**src/rtl/params_pkg.sv**
```systemverilog
// Shared definitions for the RSNN parameter load/readback control units:
// bank geometry defaults and the control-unit state encoding.
package params_pkg;

  localparam int NUM_PARAMS_DEF = 4;
  localparam int DATA_WIDTH_DEF = 8;
  localparam int ADDR_WIDTH_DEF = 2;

  typedef enum logic [1:0] {
    ST_IDLE = 2'b00,
    ST_SNAP = 2'b01,
    ST_SEND = 2'b10,
    ST_DONE = 2'b11
  } state_t;

endpackage

```
**src/rtl/rise_edge_det.sv**
```systemverilog
// Rising-edge detector for a level request; the history register only
// advances while enable is high, so a frozen block does not lose an edge.
module rise_edge_det (
  input  logic clk,
  input  logic rst,
  input  logic enable,
  input  logic in,
  output logic pulse
);

  logic r_prev;

  always_ff @(posedge clk) begin
    if (!rst) begin
      r_prev <= 1'b0;
    end else if (enable) begin
      r_prev <= in;
    end
  end

  assign pulse = in & ~r_prev;

endmodule

```
**src/rtl/params_readback_cu.sv**
```systemverilog
// Reads the parameter bank back to the host: atomic snapshot (deferred while
// the loader is writing), then one byte per valid/ready handshake in address order.
module params_readback_cu
  import params_pkg::*;
#(
  parameter int NUM_PARAMS = NUM_PARAMS_DEF,
  parameter int DATA_WIDTH = DATA_WIDTH_DEF,
  parameter int ADDR_WIDTH = ADDR_WIDTH_DEF
) (
  input  logic                             clk,
  input  logic                             rst,
  input  logic                             enable,
  input  logic                             read_params,
  input  logic                             params_reg_enable,
  input  logic [NUM_PARAMS*DATA_WIDTH-1:0] params_flat,
  input  logic                             data_ready,
  output logic [DATA_WIDTH-1:0]            data_out,
  output logic                             data_valid,
  output logic [ADDR_WIDTH-1:0]            param_addr,
  output logic                             busy,
  output logic                             read_done,
  output logic [1:0]                       dbg_state
);

  // Handshake: a byte moves on a rising clk edge where data_valid and
  // data_ready are both high; while data_ready is low the byte and its
  // address are held unchanged.

  localparam logic [ADDR_WIDTH-1:0] LAST_IDX = ADDR_WIDTH'(NUM_PARAMS - 1);

  state_t                           r_state;
  state_t                           w_state_nxt;
  logic [ADDR_WIDTH-1:0]            r_index;
  logic [ADDR_WIDTH-1:0]            w_index_nxt;
  logic [NUM_PARAMS*DATA_WIDTH-1:0] r_shadow;
  logic [NUM_PARAMS*DATA_WIDTH-1:0] w_shadow_nxt;
  logic                             w_req_edge;

  rise_edge_det u_req_edge (
    .clk    (clk),
    .rst    (rst),
    .enable (enable),
    .in     (read_params),
    .pulse  (w_req_edge)
  );

  always_ff @(posedge clk) begin
    if (!rst) begin
      r_state  <= ST_IDLE;
      r_index  <= '0;
      r_shadow <= '0;
    end else if (enable) begin
      r_state  <= w_state_nxt;
      r_index  <= w_index_nxt;
      r_shadow <= w_shadow_nxt;
    end
  end

  always_comb begin
    w_state_nxt  = r_state;
    w_index_nxt  = r_index;
    w_shadow_nxt = r_shadow;
    case (r_state)
      ST_IDLE: begin
        if (w_req_edge) begin
          w_state_nxt = ST_SNAP;
          w_index_nxt = '0;
        end
      end
      ST_SNAP: begin
        // An in-flight write wins; snapshot only once the bank is quiet.
        if (!params_reg_enable) begin
          w_shadow_nxt = params_flat;
          w_state_nxt  = ST_SEND;
        end
      end
      ST_SEND: begin
        if (data_ready) begin
          if (r_index == LAST_IDX) begin
            w_state_nxt = ST_DONE;
          end else begin
            w_index_nxt = r_index + 1'b1;
          end
        end
      end
      ST_DONE: begin
        w_index_nxt = '0;
        w_state_nxt = ST_IDLE;
      end
      default: begin
        w_state_nxt = ST_IDLE;
      end
    endcase
  end

  always_comb begin
    data_out   = '0;
    data_valid = 1'b0;
    if (r_state == ST_SEND) begin
      data_out   = r_shadow[r_index*DATA_WIDTH +: DATA_WIDTH];
      data_valid = enable;
    end
  end

  assign param_addr = r_index;
  assign busy       = (r_state != ST_IDLE);
  assign read_done  = (r_state == ST_DONE);
  assign dbg_state  = r_state;

endmodule

```
**config.mk**
```make
export PLATFORM = sky130hd
export DESIGN_NAME = params_readback_cu
export DESIGN_NICKNAME = d
export VERILOG_FILES = /design/src/rtl/params_pkg.sv /design/src/rtl/rise_edge_det.sv /design/src/rtl/params_readback_cu.sv
export SDC_FILE = /design/constraint.sdc
export NUM_CORES = 1
export LEC_CHECK = 0
export BUFFER_PORTS_ARGS = -buffer_cell sky130_fd_sc_hd__buf_2
export CORE_MARGIN = 10
export CORE_UTILIZATION = 55
export DETAILED_ROUTE_END_ITERATION = 8
export GPL_ROUTABILITY_DRIVEN = 0
export GPL_TIMING_DRIVEN = 0
export PLACE_DENSITY_LB_ADDON = 0.3
export RECOVER_POWER = 100
export REMOVE_ABC_BUFFERS = 1
export SLEW_MARGIN = 20
export SYNTH_ARGS = -nofsm -noshare
export SYNTH_HDL_FRONTEND = slang
export SYNTH_SLANG_ARGS = --single-unit
```
**constraint.sdc**
```tcl
create_clock -name clk -period 4.45 [get_ports clk]
set_clock_uncertainty 0.15 [all_clocks]
set_input_delay 0.445 -clock clk [delete_from_list [all_inputs] [get_ports clk]]
set_output_delay 0.445 -clock clk [all_outputs]
set_load 0.02 [all_outputs]
```
Yosys cells after proc, flatten, opt, wreduce, memory -nomap -nowiden
Index checks and enable logic that the tools add are counted.
{"block": "word_totals", "output_inout_bits": 15, "ff_bits": 37, "input_bits": 38, "elab_cells": 35}
{"block": "op_classes", "eq_ne": 9, "mux": 11, "n_addsub": 1, "n_bitwise": 3, "n_reduce_logical": 6, "n_shift": 1}
{"cell": "variable part select 32 x 6 -> 8 bit", "n": 1}
{"cell": "2-to-1 mux 2 bit", "n": 7}
{"cell": "AND reduction 5 bit", "n": 2}
{"cell": "2-to-1 mux 8 bit", "n": 1}
{"cell": "!= test 2 bit (second input constant)", "n": 4}
{"cell": "one-hot mux 2 bit (4 select lines)", "n": 1}
{"cell": "equality test 2 bit (second input constant)", "n": 3}
{"cell": "one-hot mux 2 bit (3 select lines)", "n": 1}
{"cell": "AND reduction 3 bit", "n": 1}
{"cell": "nonzero test 3 bit", "n": 1}
{"cell": "adder 2 x 1 -> 2 bit (second input constant)", "n": 1}
{"cell": "equality test 2 x 1 -> 1 bit (second input constant)", "n": 1}
{"cell": "zero test 2 bit", "n": 1}
{"cell": "!= test 2 x 1 -> 1 bit (second input constant)", "n": 1}
{"cell": "inverter 1 bit", "n": 2}
{"cell": "nonzero test 2 bit", "n": 1}
{"cell": "AND 1 bit", "n": 1}
{"cell": "2-to-1 mux 1 bit", "n": 1}

Depth between registers and ports, before layout
Gate-level depths: netlist (run 1).
{"block": "depth", "word_depth": 4, "depth_mapped": 8, "depth_no_buf": 6}

Modules after synthesis
Synthesis (run 1) repeated with hierarchy kept, for this count alone.
{"block": "hier_totals", "hier_cells": 197, "area_unflattened_um2": 1805.5}
{"mod": "params_readback_cu", "area_each_um2": 1762.9, "seq_area_each_um2": 720.7, "n_inst": 1, "cells_per_inst": 193}
{"mod": "rise_edge_det", "area_each_um2": 42.5, "seq_area_each_um2": 20.0, "n_inst": 1, "cells_per_inst": 4}

Worst setup path after synthesis (run 1)
OpenSTA, ideal clock, no wires.
{"block": "synth_timing", "path_kind": "reg2out", "start": "register r_index[1], in the netlist param_addr[1]", "end": "output port data_out[0]", "arrival_time_ns": 1.363, "path_stages_with_launch": 4, "path_buffers": 1, "path_slack_ns": 2.492, "cell_sequence": "dfxtp_1 > buf_4 > mux4_2 > and2_1"}
{"block": "synth_between", "elab_chain_cells": 2}
{"item": "from (decl)", "line_no": "params_readback_cu.sv:33", "rtl": "logic [ADDR_WIDTH-1:0] r_index;"}
{"item": "from (signal assigned)", "line_no": "params_readback_cu.sv:54", "rtl": "r_index <= w_index_nxt;"}
{"item": "variable part select 32 x 6 -> 8 bit", "line_no": "params_readback_cu.sv:100", "rtl": "data_out = r_shadow[r_index*DATA_WIDTH +: DATA_WIDTH];"}
{"item": "2-to-1 mux 8 bit", "line_no": "params_readback_cu.sv:99", "rtl": "if (r_state == ST_SEND) begin"}
{"item": "to (decl)", "line_no": "params_readback_cu.sv:17", "rtl": "output logic [DATA_WIDTH-1:0] data_out,"}
No other way between the ends.

Final worst setup path (run 1)
{"block": "layout_timing", "start": "register r_state[1], in the netlist dbg_state[1]", "end": "register r_shadow[11]"}
{"block": "layout_between", "elab_chain_cells": 2}
{"item": "from (decl)", "line_no": "params_readback_cu.sv:31", "rtl": "state_t r_state;"}
{"item": "from (signal assigned)", "line_no": "params_readback_cu.sv:53", "rtl": "r_state <= w_state_nxt;"}
{"item": "equality test 2 x 1 -> 1 bit", "line_no": "params_readback_cu.sv:63", "rtl": "case (r_state)"}
{"item": "AND reduction 3 bit (no source line)"}
{"item": "to (signal assigned)", "line_no": "params_readback_cu.sv:55", "rtl": "r_shadow <= w_shadow_nxt;"}
{"item": "to (decl)", "line_no": "params_readback_cu.sv:35", "rtl": "logic [NUM_PARAMS*DATA_WIDTH-1:0] r_shadow;"}
No other way between the ends.
A chain may end at the register's enable or synchronous reset.

==> results_dict.tcl, run 1 <==
set metrics [dict create \
    cp.required_ns 4.57 \
    first_iter_violations 52 \
    drcViolationCount 0 \
    crit_top_cell "nand2_1" \
    grt_setup_unrepaired "no" \
    power_density_mw_per_mm2 297 \
    cts_resized 0 \
    dr.pass1.iters 4 \
    yosysSeqAreaShare 0.410 \
    crit_type "reg2reg" \
    slew_headroom -0.181 \
    area_growth_pct 14.0 \
    cp.arrival_ns 2.94 \
    worst-slew-pin-transition_ns 1.77 \
    synth_edf_count 0 \
    die_y_um 77.3 \
    dp_hpwl_um 2670 \
    failed_checks "max-capacitance violations, max-slew violations" \
    vias 1424 \
    insertion_delay_ns 0.34 \
    ys.flop_type "dfxtp_1" \
    wl_um 3930 \
    syn_area_per_cell_um2 9.22 \
    root_buffer "clkbuf_4" \
    track_usage 0.132 \
    die_x_um 77.3 \
    port_buffers 52 \
    slowest_delay_ns 1.31 \
    cts_made_buffers 5 \
    slew_viol_final 33 \
    worst-path-max-fanout 32 \
    grt_pass1_wl_um 6640 \
    peakVddDrop_uv 162 \
    fin_crit_ns 2.82 \
    antenna_found_initial 0 \
    final_cell_mix "nand2_1, dfxtp_1, buf_2" \
    grt_max_degree 42 \
    final_common_cell "nand2_1" \
    endpoint_kind "register" \
    min_path_type "in2reg" \
    clk_pin_slew_worst_paths_ns 0.11 \
    fill_cells 311 \
    layout-drive-gt1-share 0.218 \
    viasPerCell 4.96 \
    start_util 0.582 \
    setup_violations 0 \
    slowest_stage "or2_0" \
    cts_setup_buffers 0 \
    finalWorstSetupSlack_ns 1.63 \
    drv_cap 1 \
    min_period_over_period 0.634 \
    ys_async_sr_fraction 0 \
    setup_tns_ns 0 \
    cp_cell_sequence "inv_1, ha_1, nand2_1, or2_0, nand2_1, a21boi_0" \
    leakagePower_nw 0.774 \
    ys_types 23 \
    nets 287 \
    antenna_cells 0 \
    holdBufCountCts 0 \
    clock.fmax_ghz 0.355 \
    ys_ff_latch 37 \
    htreeDepth 2 \
    hold_viol_final 0 \
    synth_area_mm2 0.00181 \
    fin_cells 287 \
    cts_max_path_buffers 2 \
    grt_overflow_total 0 \
    synth_cells 196 \
    place_ws_ns 2.18 \
    crit_path_start_kind "register" \
    wire_per_inst_um 13.7 \
    dp.cells 279 \
    core_mm2 0.00310 \
    cts_tree "built" \
    status "finished, violations left" \
    die-area_mm2 0.00598 \
    grt_pass1_vias 1478 \
    drtAntennaViolNets 0 \
    totalPowerFinal_w 0.000612 \
    yosys_warnings 0 \
    num_rows 20 \
    io_pins 53 \
    hold_ws_ns 0.176 \
    cts_sinks 37 \
]
[sequential cells by signal, summed over array words and instances (netlist names)]
| signal | cells |
|---|---|
| dbg_state | 2 |
| r_shadow | 32 |
| param_addr | 2 |
| u_req_edge.r_prev | 1 |
[stage by stage]
stage	util	instance area (um^2)
2_1_floorplan	-	1720
3_3_place_gp	0.656	2030
3_5_place_dp	0.657	2040
4_1_cts	0.674	2090
5_1_grt	0.664	2060
6_report	0.664	2060
[critical path: cells and delay by family (launching register included)]
kind	cells	cell delay (ns)
compound gates	1	0.24
fa+ha+maj	1	0.22
buf+inv	1	0.11
flops	1	0.44
simple gates	3	1.57
[cells by family (layout without fill, tap and decap cells)]
kind of cell | count (synthesis) | after routing | synth area share
AOI/OAI and AO/OA | 36 | 36 | 0.157
adders and majority gates | 7 | 7 | 0.0485
buffers and inverters | 18 | 65 | 0.0589
DFF | 37 | 37 | 0.410
muxes | 13 | 13 | 0.127
and+or+nand+nor | 85 | 85 | 0.199
[area by class of cell]
type	count	area (um^2)	share of cell area
Clock buffer	6	41.3	0.0200
Clock inverter	2	10.0	0.00486
Inverter	5	18.8	0.00911
Multi-Input combinational cell	141	953	0.463
Sequential cell	37	741	0.360
Tap cell	44	55.1	0.0267
Timing Repair Buffer	52	240	0.117
[cell usage after synthesis, types with 2 or more instances]
| cell | number | area share |
|---|---|---|
| clkbuf_1 | 4 | 0.0083 |
| dfxtp_1 | 37 | 0.41 |
| mux2i_1 | 5 | 0.028 |
| buf_6 | 4 | 0.025 |
| inv_1 | 5 | 0.010 |
| mux4_2 | 8 | 0.10 |
| a21boi_0 | 2 | 0.0083 |
| and2_1 | 9 | 0.031 |
| buf_2 | 4 | 0.011 |
| nand2_1 | 70 | 0.15 |
| ha_1 | 7 | 0.048 |
| a21boi_1 | 30 | 0.12 |
[report_power, final]
part | switching [W] | leakage [nW] | internal [W]
Combinational | 0.0000510 | 0.442 | 0.0000392
Sequential | 0.00000916 | 0.299 | 0.000344
Clock | 0.000109 | 0.0320 | 0.0000602
[layer usage]
metal	vias to the layer above	track usage	part of all wire
met4	0	0.0383	0.014
met3	6	0.0501	0.055
met5	-	0	0
met2	33	0.232	0.48
li1	741	-	-
met1	644	0.143	0.45
[worst paths after layout]
path,from,endpoint,slack [ns],depth (start not counted)
setup / recovery,dbg_state[1],r_shadow[11],1.63,6
hold reg to reg,r_shadow[25],r_shadow[25],0.32,2
setup reg to reg,dbg_state[1],r_shadow[11],1.63,6
hold / removal,params_flat[25],r_shadow[25],0.18,3
Note: power is estimated with default switching activity, not from simulation.
==> run 2, diff against run 1 <==
Settings changed: ABC_AREA set to 1, CORE_UTILIZATION 55 to 46.
Clock period 4.45 ns to 2.4 ns, I/O delays scaled along.
==> run 2 against run 1 <==
  * The flow now finishes without violations
  * Hold slack worse by 0.12 ns
  * Global-route usage down 1.5 points
  * Power rose to 3.2 times the previous value
  * Critical path type is now reg2out
  * Critical endpoint is now data_out[2]
  * Largest power group unchanged
==> results_dict.tcl, run 2 <==
set metrics [dict create \
    status "complete, no violations" \
    ys_types 22 \
    grt_pass1_wl_um 6850 \
    antenna_found_initial 0 \
    min_period_over_period 0.888 \
    grt_pass1_vias 1561 \
    start_util 0.471 \
    crit_buf_inv 2 \
    synth_area_mm2 0.00186 \
    layout-drive-gt1-share 0.168 \
    cpLargestDelayFamily "flip-flops" \
    min_path_type "in2reg" \
    vias 1586 \
    slowest_stage "dfxtp_1" \
    cp.arrival_ns 1.74 \
    finalWorstSetupSlack_ns 0.268 \
    grt_use_met1 0.132 \
    insertion_delay_ns 0.28 \
    ys_ff_latch 37 \
    port_buffers 52 \
    root_buffer "clkbuf_8" \
    power_density_mw_per_mm2 943 \
    die_x_um 83.6 \
    use_met2 0.199 \
    wire_per_inst_um 12.2 \
    synth_top_family_by_area "compound AO/OA/AOI/OAI gates" \
    nets 337 \
    core_mm2 0.00394 \
    yosysSeqAreaShare 0.399 \
    dp_hpwl_um 2980 \
    globalRouteMet3Util 0.0254 \
    yosys.area_share.simple 0.0795 \
    grt_overflow_total 0 \
    synth_top_area_cell "dfxtp_1" \
    io_pins 53 \
    grt_setup_unrepaired "no" \
    drv_cap 0 \
    drtAntennaViolNets 0 \
    leakagePower_nw 0.858 \
    final_common_cell "a21oi_1" \
    num_rows 23 \
    wl_um 4180 \
    fin_crit_ns 2.13 \
    final_cell_mix "a21oi_1, inv_1, o21ai_0" \
    die-area_mm2 0.00698 \
    cts_sinks 37 \
    largest_register_ffs 32 \
    yosys_warnings 0 \
    setup_tns_ns 0 \
    slew_viol_final 0 \
    cp.required_ns 2.01 \
    synth_xor_area_frac 0 \
    viasPerCell 4.64 \
    cp_cell_sequence "inv_2, a21oi_1, o21ai_1, a21oi_1, clkbuf_1" \
    synthMuxAreaShare 0 \
    first_iter_violations 57 \
    synth.area.top_cells "dfxtp_1, a21oi_1, inv_1" \
    synth_cells 247 \
    clk_pin_slew_worst_paths_ns 0.06 \
    setup_violations 0 \
    area_growth_pct 13.3 \
    crit_path_start_kind "register" \
    ys_async_sr_fraction 0 \
    holdBufCountCts 0 \
    crit_top_cell "a21oi_1" \
    clock.fmax_ghz 0.469 \
    peakVddDrop_uv 362 \
    die_y_um 83.6 \
    htreeDepth 2 \
    track_usage 0.116 \
    reg2regPathDepth 5 \
    cts_max_path_buffers 2 \
    slowest_delay_ns 0.61 \
    endpoint_kind "primary output" \
    dr.pass1.iters 4 \
    worst-slew-pin-transition_ns 1.32 \
    holdPathStages 3 \
    cp.depth 5 \
    synth_top_area_share 0.399 \
    slew_headroom 0.120 \
    antenna_cells 0 \
    fin_util 0.534 \
    cts_tree "built" \
    drcViolationCount 0 \
    syn_area_per_cell_um2 7.52 \
    synthMostInstantiatedCell "a21oi_1" \
    hold_viol_final 0 \
    synth_common_cells "a21oi_1, inv_1, dfxtp_1" \
    synth-adder-area-share 0.0471 \
    crit_type "reg2out" \
    cts_made_buffers 5 \
    grt_busiest_layer "met2" \
    largest-register "r_shadow" \
    synth_compound_area_frac 0.306 \
    grt_max_degree 65 \
    worst-path-max-fanout 11 \
    ys.flop_type "dfxtp_1" \
    place_ws_ns 0.401 \
    synth_edf_count 0 \
]
[run 2: timing repair]
action,4_1_cts,5_1_grt
buffers inserted,0,0
endpoints found under the setup margin,0,1
resized for setup,0,1
[run 2: final timing paths]
| path | startpoint | endpoint | slack, ns |
|---|---|---|---|
| worst max register to register | dbg_state[1] | r_shadow[23] | 0.51 |
| worst min-delay path | read_params | u_req_edge.r_prev | 0.05 |
| worst min register to register | r_shadow[2] | r_shadow[2] | 0.29 |
| worst max-delay path | param_addr[1] | data_out[2] | 0.27 |
[run 2: worst reg2reg max path: stages, from the launching register on]
cell and delay [ns]:
dfxtp_1 0.36, inv_1 0.12, ha_1 0.22, nand3_4 0.44, o21ai_0 0.42, a21oi_1 0.06
[run 2: power by group]
group	internal [W]	switching, W	total, W	leakage [nW]
registers	0.000708	0.0000951	0.000803	0.301
logic	0.000227	0.000444	0.000670	0.503
clock network	0.000302	0.000210	0.000512	0.0540
total	0.00124	0.000749	0.00199	0.858
[run 2: final cells by class]
| type | instances | area (um^2) |
|---|---|---|
| clock buffers | 5 | 68.8 |
| clock inverters | 2 | 35.0 |
| fillers | 405 | 1840 |
| inverters | 48 | 183 |
| multi-input cells | 148 | 773 |
| flip-flops and latches | 37 | 742 |
| well taps | 50 | 62.6 |
| repair buffers | 52 | 241 |
[run 2: per-stage QoR]
stage / hold WS, ns / power (W) / instance area, um^2 / cells
3_3_place_gp: 0.279 / 0.00151 / 2050 / 335
4_1_cts: 0.0504 / 0.00203 / 2150 / 342
5_1_grt: 0.0496 / 0.00214 / 2110 / 342
3_5_place_dp: 0.285 / 0.00152 / 2050 / 335
2_1_floorplan: 0.183 / 0.00130 / 1730 / 233
6_report: 0.0519 / 0.00199 / 2110 / 342
[run 2: metal layers]
layer | vias to the layer above | wire length (um)
met1 | 659 | 2000
met5 | - | 0
li1 | 892 | -
met4 | 0 | 80
met3 | 7 | 129
met2 | 28 | 1960
[run 2: kinds of logic after synthesis]
logic type,after synthesis
flops,37
compound gates,109
simple gates,32
fa+ha+maj,7
buf+inv,62
==> run 3, diff against run 2 <==
Settings changed: RECOVER_POWER 100 to not set.
==> run 3 against run 2 <==
  * Sequential cell count stayed put
  * Cell count unchanged
  * Critical path type unchanged
  * Sequential share of layout area down 0.80 points
  * Critical endpoint is now data_out[4]
  * Clock-buffer cell count stayed put
  * Wire length down 1.0%
==> results_dict.tcl, run 3 (synthesis results as in run 2) <==
set metrics [dict create \
    status "complete, no violations" \
    start_util 0.471 \
    crit_top_cell "a21oi_1" \
    cts_resized 0 \
    endpoint_kind "primary output" \
    place_ws_ns 0.401 \
    die_y_um 83.6 \
    grt_pass1_vias 1561 \
    cp_cell_sequence "inv_2, a21oi_1, o21ai_1, a21oi_1, buf_2" \
    insertion_delay_ns 0.28 \
    holdBufCountCts 0 \
    grt_pass1_wl_um 6850 \
    slowest_stage "dfxtp_1" \
    dp_hpwl_um 2980 \
    drcViolationCount 0 \
    worst-slew-pin-transition_ns 0.679 \
    multi_input_comb_area_um2 803 \
    seq_area_um2 742 \
    htreeDepth 2 \
    crit_path_start_kind "register" \
    power_density_mw_per_mm2 936 \
    peakVddDrop_uv 367 \
    fill_cells 389 \
    hp-start "read_params" \
    cts_sinks 37 \
    final_common_cell "a21oi_1" \
    leakagePower_nw 0.927 \
    hold_ws_ns 0.0520 \
    cts_setup_buffers 0 \
    finalWorstSetupSlack_ns 0.352 \
    viasPerCell 4.71 \
    grt_max_degree 65 \
    setup_violations 0 \
    area_growth_pct 16.0 \
    reg2regPathDepth 5 \
    die-area_mm2 0.00698 \
    slew_headroom 0.548 \
    min_path_type "in2reg" \
    final_cell_mix "a21oi_1, buf_2, inv_1" \
    holdPathStages 3 \
    fin_cells 342 \
    worst-path-max-fanout 11 \
    cts_max_path_buffers 2 \
    slowest_delay_ns 0.60 \
    largest-register "r_shadow" \
    drv_cap 0 \
    whs_endpoint "u_req_edge.r_prev" \
    track_usage 0.116 \
    cts_made_buffers 5 \
    dp.cells 335 \
    fin_crit_ns 2.05 \
    clock.fmax_ghz 0.488 \
    antenna_cells 0 \
    cp.arrival_ns 1.66 \
    core_mm2 0.00394 \
    wl_um 4140 \
    layout-drive-gt1-share 0.247 \
    cp.required_ns 2.01 \
    rr_endpoint "r_shadow[3]" \
    root_buffer "clkbuf_8" \
    hold_viol_final 0 \
    largest_register_ffs 32 \
    clk_pin_slew_worst_paths_ns 0.06 \
    nets 337 \
    port_buffers 52 \
    slew_viol_final 0 \
    grt_setup_unrepaired "no" \
    crit_buf_inv 2 \
    dr.pass1.iters 4 \
    cpLargestDelayFamily "flip-flops" \
    drtAntennaViolNets 0 \
    cp.depth 5 \
    num_rows 23 \
    reg2reg_slack_ns 0.41 \
    first_iter_violations 89 \
    cts_tree "built" \
    reg2reg_from "dbg_state[1]" \
    die_x_um 83.6 \
    antenna_found_initial 0 \
    crit_type "reg2out" \
    setup_tns_ns 0 \
    min_period_over_period 0.854 \
    io_pins 53 \
    wire_per_inst_um 12.1 \
    vias 1612 \
    grt_overflow_total 0 \
]
[run 3: cell types whose count changed in the layout (fill, tap and decap cells not counted)]
cell | before | now
nand3_1 | 3 | 2
nor2_1 | 13 | 12
clkbuf_1 | 15 | 0
buf_2 | 37 | 52
o21ai_2 | 0 | 6
nor2_2 | 0 | 1
o21ai_1 | 7 | 29
o21ai_0 | 42 | 14
nand3_2 | 0 | 1
[run 3: worst min-delay path, delay by kind of cell]
family                 cells  cell delay [ns]
AO/OA/AOI/OAI              1             0.05
buffers and inverters      2             0.14
[run 3: cell type report]
type | instances | area share
multi-input cells | 148 | 0.373
flip-flops and latches | 37 | 0.344
repair buffers | 52 | 0.121
inverters | 48 | 0.0848
clock buffers | 5 | 0.0319
well taps | 50 | 0.0290
clock inverters | 2 | 0.0163
[run 3: per-layer routing]
metal	GRT usage	part of all wire	vias to the layer above
met1	0.132	0.47	676
met5	0	0	-
li1	-	-	894
met3	0.0254	0.040	7
met4	0.0594	0.019	0
met2	0.199	0.47	35
[run 3: how the worst max path moves through the flow]
stage	start	endpoint	slack, ns
after floorplan	param_addr[0]	data_out[6]	0.55
after global placement	dbg_state[1]	r_shadow[3]	0.40
after detailed placement	dbg_state[1]	r_shadow[3]	0.40
after CTS	param_addr[0]	data_out[4]	0.14
after global routing	dbg_state[1]	r_shadow[3]	0.21
final	param_addr[1]	data_out[4]	0.35
[run 3: per-stage QoR]
stage	power, W	cell area [um^2]	util
finish	0.00202	2150	0.546
global route	0.00217	2150	0.546
CTS	0.00203	2150	0.546
detailed placement	0.00152	2050	0.520
global placement	0.00151	2050	0.520
floorplan	0.00130	1730	-
[run 3: power by group]
part | leakage (nW) | internal (W) | switching (W)
registers | 0.301 | 0.000708 | 0.0000947
clock network | 0.0540 | 0.000302 | 0.000209
logic | 0.572 | 0.000249 | 0.000453
